File: src/rtl/ualink_dpmem_arbiter_pkg.sv
// Shared definitions for the dual-requester RAM port arbiter: FSM encoding and default sizes
// (also consumed by the dual_port_ram_8x64 integration).
package ualink_dpmem_pkg;

  localparam int DEF_ADDR_WIDTH = 8;
  localparam int DEF_DATA_WIDTH = 64;
  localparam int DEF_MAX_BURST  = 16;

  typedef enum logic [1:0] {
    ST_IDLE = 2'd0,
    ST_OWN0 = 2'd1,
    ST_OWN1 = 2'd2
  } arb_state_t;

endpackage

File: src/rtl/ualink_rr_pick2.sv
// Two-way round-robin pick: a lone valid requester wins, a tie goes to the one rr points at.
module ualink_rr_pick2 (
  input  logic [1:0] i_valid,
  input  logic       i_rr,
  output logic [1:0] o_grant
);

  always_comb begin
    o_grant = i_valid;
    if (i_valid == 2'b11) begin
      o_grant = i_rr ? 2'b10 : 2'b01;
    end
  end

endmodule

File: src/rtl/ualink_dpmem_arbiter.sv
// Arbitrates two command requesters onto RAM port A with lockable bursts and a
// one-cycle read response pipeline routed back to the requester that issued the read.
module ualink_dpmem_arbiter
  import ualink_dpmem_pkg::*;
#(
  parameter int ADDR_WIDTH = DEF_ADDR_WIDTH,
  parameter int DATA_WIDTH = DEF_DATA_WIDTH,
  parameter int MAX_BURST  = DEF_MAX_BURST
) (
  input  logic                  axi_aclk,
  input  logic                  axi_resetn,
  input  logic                  req0_valid,
  output logic                  req0_ready,
  input  logic                  req0_we,
  input  logic                  req0_lock,
  input  logic [ADDR_WIDTH-1:0] req0_addr,
  input  logic [DATA_WIDTH-1:0] req0_wdata,
  output logic                  rsp0_valid,
  output logic [DATA_WIDTH-1:0] rsp0_rdata,
  input  logic                  req1_valid,
  output logic                  req1_ready,
  input  logic                  req1_we,
  input  logic                  req1_lock,
  input  logic [ADDR_WIDTH-1:0] req1_addr,
  input  logic [DATA_WIDTH-1:0] req1_wdata,
  output logic                  rsp1_valid,
  output logic [DATA_WIDTH-1:0] rsp1_rdata,
  output logic                  ram_we,
  output logic [ADDR_WIDTH-1:0] ram_addr,
  output logic [DATA_WIDTH-1:0] ram_din,
  input  logic [DATA_WIDTH-1:0] ram_dout,
  output arb_state_t            o_dbg_state
);

  localparam int            CW       = $clog2(MAX_BURST + 1);
  localparam bit            CAN_LOCK = (MAX_BURST > 1);
  localparam logic [CW-1:0] LAST_CNT = CW'((MAX_BURST > 1) ? MAX_BURST - 2 : 0);

  arb_state_t            r_state;
  logic                  r_rr;
  logic [CW-1:0]         r_cnt;
  logic                  r_rsp_pend;
  logic                  r_rsp_own;
  logic [ADDR_WIDTH-1:0] r_addr;
  logic [DATA_WIDTH-1:0] r_din;

  logic [1:0]            w_pick;
  logic [1:0]            w_gnt;
  logic                  w_sel1;
  logic                  w_acc;
  logic                  w_we;
  logic                  w_lock;
  logic [ADDR_WIDTH-1:0] w_addr;
  logic [DATA_WIDTH-1:0] w_din;

  ualink_rr_pick2 u_pick (
    .i_valid (({req1_valid, req0_valid})),
    .i_rr    (r_rr),
    .o_grant (w_pick)
  );

  // Handshake: a beat transfers in a cycle where reqN_valid and reqN_ready are both high;
  // ready is combinational, never high for both requesters, and held low during reset.
  always_comb begin
    w_gnt = 2'b00;
    unique case (r_state)
      ST_IDLE: w_gnt = w_pick;
      ST_OWN0: w_gnt = {1'b0, req0_valid};
      ST_OWN1: w_gnt = {req1_valid, 1'b0};
      default: w_gnt = 2'b00;
    endcase
    if (!axi_resetn) begin
      w_gnt = 2'b00;
    end
  end

  assign w_sel1 = w_gnt[1];
  assign w_acc  = |w_gnt;
  assign w_we   = w_sel1 ? req1_we    : req0_we;
  assign w_lock = w_sel1 ? req1_lock  : req0_lock;
  assign w_addr = w_sel1 ? req1_addr  : req0_addr;
  assign w_din  = w_sel1 ? req1_wdata : req0_wdata;

  assign req0_ready  = w_gnt[0];
  assign req1_ready  = w_gnt[1];
  assign ram_we      = w_acc & w_we;
  assign ram_addr    = w_acc ? w_addr : r_addr;
  assign ram_din     = w_acc ? w_din  : r_din;
  assign o_dbg_state = r_state;

  // After a write, ram_dout returns the RAM's write-cycle value; only read-tagged cycles pass it.
  assign rsp0_valid = r_rsp_pend & ~r_rsp_own;
  assign rsp1_valid = r_rsp_pend &  r_rsp_own;
  assign rsp0_rdata = rsp0_valid ? ram_dout : '0;
  assign rsp1_rdata = rsp1_valid ? ram_dout : '0;

  always_ff @(posedge axi_aclk or negedge axi_resetn) begin
    if (!axi_resetn) begin
      r_state    <= ST_IDLE;
      r_rr       <= 1'b0;
      r_cnt      <= '0;
      r_rsp_pend <= 1'b0;
      r_rsp_own  <= 1'b0;
      r_addr     <= '0;
      r_din      <= '0;
    end else begin
      r_rsp_pend <= w_acc & ~w_we;
      r_rsp_own  <= w_sel1;
      if (w_acc) begin
        r_rr   <= ~w_sel1;
        r_addr <= w_addr;
        r_din  <= w_din;
      end
      unique case (r_state)
        ST_IDLE: begin
          if (w_acc && w_lock && CAN_LOCK) begin
            r_state <= w_sel1 ? ST_OWN1 : ST_OWN0;
            r_cnt   <= '0;
          end
        end
        ST_OWN0, ST_OWN1: begin
          // The entry beat was the first of the burst, so r_cnt lags the beat number by two.
          if (!w_acc || !w_lock || r_cnt == LAST_CNT) begin
            r_state <= ST_IDLE;
          end else begin
            r_cnt <= r_cnt + 1'b1;
          end
        end
        default: r_state <= ST_IDLE;
      endcase
    end
  end

endmodule
File: config.mk
export PLATFORM = sky130hd
export DESIGN_NAME = ualink_dpmem_arbiter
export DESIGN_NICKNAME = d
export VERILOG_FILES = /design/src/rtl/ualink_dpmem_arbiter_pkg.sv /design/src/rtl/ualink_rr_pick2.sv /design/src/rtl/ualink_dpmem_arbiter.sv
export SDC_FILE = /design/constraint.sdc
export NUM_CORES = 1
export LEC_CHECK = 0
export CAP_MARGIN = 10
export CORE_AREA = 2 2 163 165
export CTS_BUF_LIST = sky130_fd_sc_hd__clkbuf_8 sky130_fd_sc_hd__clkbuf_16
export DETAILED_ROUTE_END_ITERATION = 16
export DIE_AREA = 0 0 165 167
export GPL_ROUTABILITY_DRIVEN = 0
export PLACE_DENSITY = 0.63
export SYNTH_ARGS = -nofsm -noshare
export SYNTH_HDL_FRONTEND = slang
export SYNTH_SLANG_ARGS = --single-unit
File: constraint.sdc
create_clock -name axi_aclk -period 2.3 [get_ports axi_aclk]
set_clock_uncertainty 0.15 [all_clocks]
set_input_delay 0.345 -clock axi_aclk [delete_from_list [all_inputs] [get_ports axi_aclk]]
set_output_delay 0.345 -clock axi_aclk [all_outputs]
set_load 0.01 [all_outputs]
Word level (Yosys, flattened, before mapping)
Cells that the tools add are included.

cells by class
  mux-type cells = 19
  reductions and logical operators = 11
  equal/unequal tests = 7
  bitwise logic cells = 7
  add/subtract/negate cells = 1

operators with widths
  operator               number
  $mux W64               4
  $mux W8                2
  $mux W2                6
  $mux W5                2
  $pmux W5 S2            1
  $ne A2 B2 Y1 const B   3
  $pmux W2 S3            1
  $add A5 B1 Y5 const B  1
  $eq A5 B4 Y1 const B   1
  $and A1 B1 Y1          4
  $eq A2 B2 Y1 const B   2
  $pmux W2 S2            1
  $reduce_or A2 Y1       2
  $not A1 Y1             3
  $reduce_and A3 Y1      1
  $eq A2 B1 Y1 const B   1
  $logic_not A1 Y1       2
  $logic_not A2 Y1       1
  $logic_or A1 B1 Y1     2
  $mux W1                2
  $reduce_and A2 Y1      1
  $reduce_bool A2 Y1     1
  $logic_and A1 B1 Y1    1

word-level totals
  bits in registers = 82
  logic and storage cells = 52
  bits of input ports = 216

Depth between registers and ports, before layout
  depth in word-level cells = 10
  mapped depth = 10

Hierarchy
From an unflattened synthesis, not the netlist that was laid out.

second synthesis, totals
  cells, all modules = 535
  area total of the unflattened synthesis = 4926.0 µm²

modules (own cells, without submodules)
  module                area each (µm²)  cells an instance  instances
  ualink_dpmem_arbiter  4907.2           532                1
  ualink_rr_pick2       18.8             3                  1

Least setup slack after synthesis
No wires, ideal clock.

  path kind = register to output
  start point = reg r_state[0], in the netlist o_dbg_state[0]
  end point = out ram_din[10]
  setup slack = -0.047 ns
  buffers on the path = 2
  data arrival time = 1.852 ns
  required time = 1.805 ns
  stages on the path, launching flop included = 9
  cell sequence = dfrtp_1 -> inv_1 -> ha_1 -> a21boi_2 -> o211ai_4 -> buf_6 -> buf_8 -> mux2i_1 -> o21ai_0

between the ends
  word-level cells in the longest chain between the ends = 5

ends and longest elaborated chain
  what                                          line                                                    source
  from (decl)                                   ualink_dpmem_arbiter.sv:39                              arb_state_t r_state;
  from (signal assigned)                        ualink_dpmem_arbiter.sv:117                             r_state <= w_sel1 ? ST_OWN1 : ST_OWN0;
  $eq A2 B2 Y1, or another cell as far along    ualink_dpmem_arbiter.sv:66                              unique case (r_state)
  $pmux W2 S3 (*)                               ualink_dpmem_arbiter.sv:66
  $mux W2 (*)                                   ualink_dpmem_arbiter.sv:72                              if (!axi_resetn) begin
  $mux W64 or $reduce_or A2 Y1 (tied branches)  ualink_dpmem_arbiter.sv:82, ualink_dpmem_arbiter.sv:78
  $mux W64 (*)                                  -
  to (decl)                                     ualink_dpmem_arbiter.sv:30                              output logic [DATA_WIDTH-1:0] ram_din,

Mark *: on every way between the ends. The rest lies on a longest branch, timed or not.

Final worst setup path
  start point = reg r_state[1], in the netlist o_dbg_state[1]
  end point = out ram_din[43]

The elaborated chain is that of the path after synthesis.

==> results.yml <==
drt:
  drt_pass1_iterations: 4
  drt_iter0_drc: 207
  routedWlPerCell_um: 18.7
  ant_nets: 0
  route.detailed.drc: 0
  via_per_inst: 4.32
  vias: 5964
  wl_um: 25700
min_path:
  whs_endpoint: "r_cnt[3]"
  hp-start: "r_cnt[3]"
  min_path_type: "register to register"
  holdPathStages: 1
clock_network:
  clk_pin_slew_worst_paths_ns: 0.06
  cts_tree: "done"
  cts_root_buffer: "clkbuf_16"
  cts_buffer_depth: 2
  cts.htree.levels: 3
  cts_inserted_buffers: 9
  clock_latency_ns: 0.34
  cts_num_sinks: 82
setup_path:
  ff2ff_path_depth: 16
  crit_fanout: 7
  cpMostUsedCell: "buf_12"
  crit_path_start_kind: "register"
  slowest_delay_ns: 0.43
  r2r-end: "r_din[46]"
  end_kind: "output port"
  worstReg2RegStart: "o_dbg_state[0]"
  cp_cell_sequence: "ha_2 -> and2b_2 -> buf_6 -> o211ai_4 -> buf_12 -> clkbuf_16 -> buf_12 -> buf_4 -> mux2i_1 -> o21ai_1 -> buf_2"
  crit_type: "register to output port"
  cp.arrival_ns: 2.39
  crit_required_ns: 1.80
  slowest_stage: "dfrtp_2"
  ff2ff_setup_slack_ns: -0.57
global_route:
  grt_pass1_vias: 5939
  gr-total-overflow: 0
  grt_max_degree: 65
  grt_pass1_wl_um: 35700
  antenna_found_initial: 2
  grt_use_total_pct: 17.4
run:
  maxCapViolCount: 0
sta:
  fin_crit_sh_pct: 125
  hold_viol: 0
  finalSetupViolCount: 83
  slew_viol_final: 0
  max_slew_margin_pct: 39.9
  max_freq_mhz: 346
  rsz0062_at_grt: "yes"
  tightest_slew_ns: 0.901
  finalWorstSetupSlack_ns: -0.586
  min_period_ns: 2.89
logic_synthesis:
  syn_area_mm2: 0.00495
  syn_nets: 757
  synthFlopType: "dfrtp_1"
  syn-mean-instance-area_um2: 9.26
  ys_seq_elements: 82
  synth_cell_types: 36
  async_flop_share_pct: 100
  synth_edf_count: 0
  seq_area_frac_synth_pct: 41.5
  synthCells: 534
  synth.top_cell.area_share_pct: 41.5
  synth_warnings: 0
  synth_area_leader_cell: "dfrtp_1"
  synth.area.top_cells: "dfrtp_1, mux2i_1, and2_1"
die:
  die_h_um: 167
  rows: 59
  die_x_um: 165
  die_area_mm2: 0.0276
  ioPinCount: 423
  initial_core_util_pct: 19.2
  core_area_mm2: 0.0258
finish:
  drive_gt1_share_pct: 24.8
  stdcell_area_mm2: 0.0109
  layout_commonest_cell: "clkdlybuf4s50_1"
  syn_to_final_growth_pct: 121
  nets: 1262
  final_cell_mix: "clkdlybuf4s50_1, dfrtp_1, nand2_1, mux2i_1"
  antenna_cells: 0
outcome:
  violations: "negative setup slack"
  status: "finished with violations"
place:
  dp_hpwl_um: 18700
  place_area_mm2: 0.00975
  port-buffer-count: 422
power_and_ir_drop:
  power_density_mw_per_mm2: 895
  leakage_uw: 0.00612
  total_power_uw: 9790
  vdd_drop_max_mv: 0.557
==> metal layers <==
layer / up-vias / wire length, um / GRT usage [%]
met5: - / 32 / 0
met3: 26 / 2280 / 5.40
met1: 2795 / 9710 / 19.4
met2: 290 / 13200 / 31.3
met4: 4 / 494 / 5.22
li1: 2849 / - / -
==> Yosys cell counts, types with 5 or more instances <==
master    count
and2_1       65
and3_1       64
buf_2         6
buf_6         8
clkbuf_1     25
dfrtp_1      82
ha_1          7
inv_1         5
mux2i_1      74
nand2_1      76
o21ai_0      34
o21ai_1      45
==> flip-flops by register name (all words and copies together), names as in the netlist <==
| name | cells |
|---|---|
| r_din | 64 |
| r_rsp_own | 1 |
| o_dbg_state | 2 |
| r_cnt | 5 |
| r_rsp_pend | 1 |
| r_addr | 8 |
| r_rr | 1 |
==> kinds of logic (layout without fill, tap and decap cells) <==
| kind of cell | Yosys count | after routing | share of synthesized area [%] |
|---|---|---|---|
| flops | 82 | 82 | 41.5 |
| fa+ha+maj | 7 | 7 | 1.77 |
| mux | 74 | 74 | 15.0 |
| compound gates | 101 | 101 | 11.9 |
| buf+inv | 52 | 562 | 6.32 |
| simple gates | 218 | 218 | 23.5 |
==> worst max path at each step <==
stage,from,to
after floorplan,o_dbg_state[0],ram_din[39]
after global placement,req0_valid,ram_addr[7]
after detailed placement,req0_valid,ram_addr[7]
after CTS,o_dbg_state[1],ram_addr[6]
after global routing,o_dbg_state[1],ram_din[43]
final,o_dbg_state[1],ram_din[43]
==> critical path, delay by kind of cell (launching register included) <==
kind,cells,cell delay (ns)
AO/OA/AOI/OAI,2,0.27
adder cells (fa/ha/maj),1,0.18
buffers and inverters,6,0.84
flip-flops,1,0.43
multiplexers,1,0.11
AND/OR/NAND/NOR,1,0.22
==> metrics by stage <==
step           TNS, ns  std cells  utilization [%]  worst slack, ns  hold WS [ns]
2_1_floorplan        0        534                -           0.0228        -0.101
3_3_place_gp    -42.86       1288             37.8           -0.710         0.240
3_5_place_dp    -44.59       1288             37.8           -0.706         0.234
4_1_cts         -40.92       1345             40.2           -0.643         0.374
5_1_grt         -44.92       1379             42.4           -0.696         0.391
6_report        -35.53       1379             42.4           -0.586         0.384
==> what timing repair did <==
| item | 4_1_cts | 5_1_grt |
|---|---|---|
| gates resized for setup | 311 | 178 |
| hold endpoints to repair | 18 | 0 |
| hold buffers | 1 | 0 |
| cloned | 5 | 7 |
| endpoints found under the setup margin | 141 | 166 |
| buffers inserted | 36 | 29 |
| pin swaps | 12 | 36 |
==> report_power, final <==
group          internal [uW]  switching [uW]
Clock                    764             723
Sequential              2130             259
Combinational           3140            2770
Total                   6030            3750
==> final cells by class <==
class / count / area, um^2
clock buffers: 9 / 225
clock inverters: 7 / 71.3
fillers: 2549 / 14800
inverters: 7 / 55.1
multi-input cells: 400 / 2800
flip-flops and latches: 82 / 2050
well taps: 335 / 419
repair buffers: 537 / 5290
repair inverters: 2 / 25.0
No activity file was read; power rests on OpenSTA's default activity.
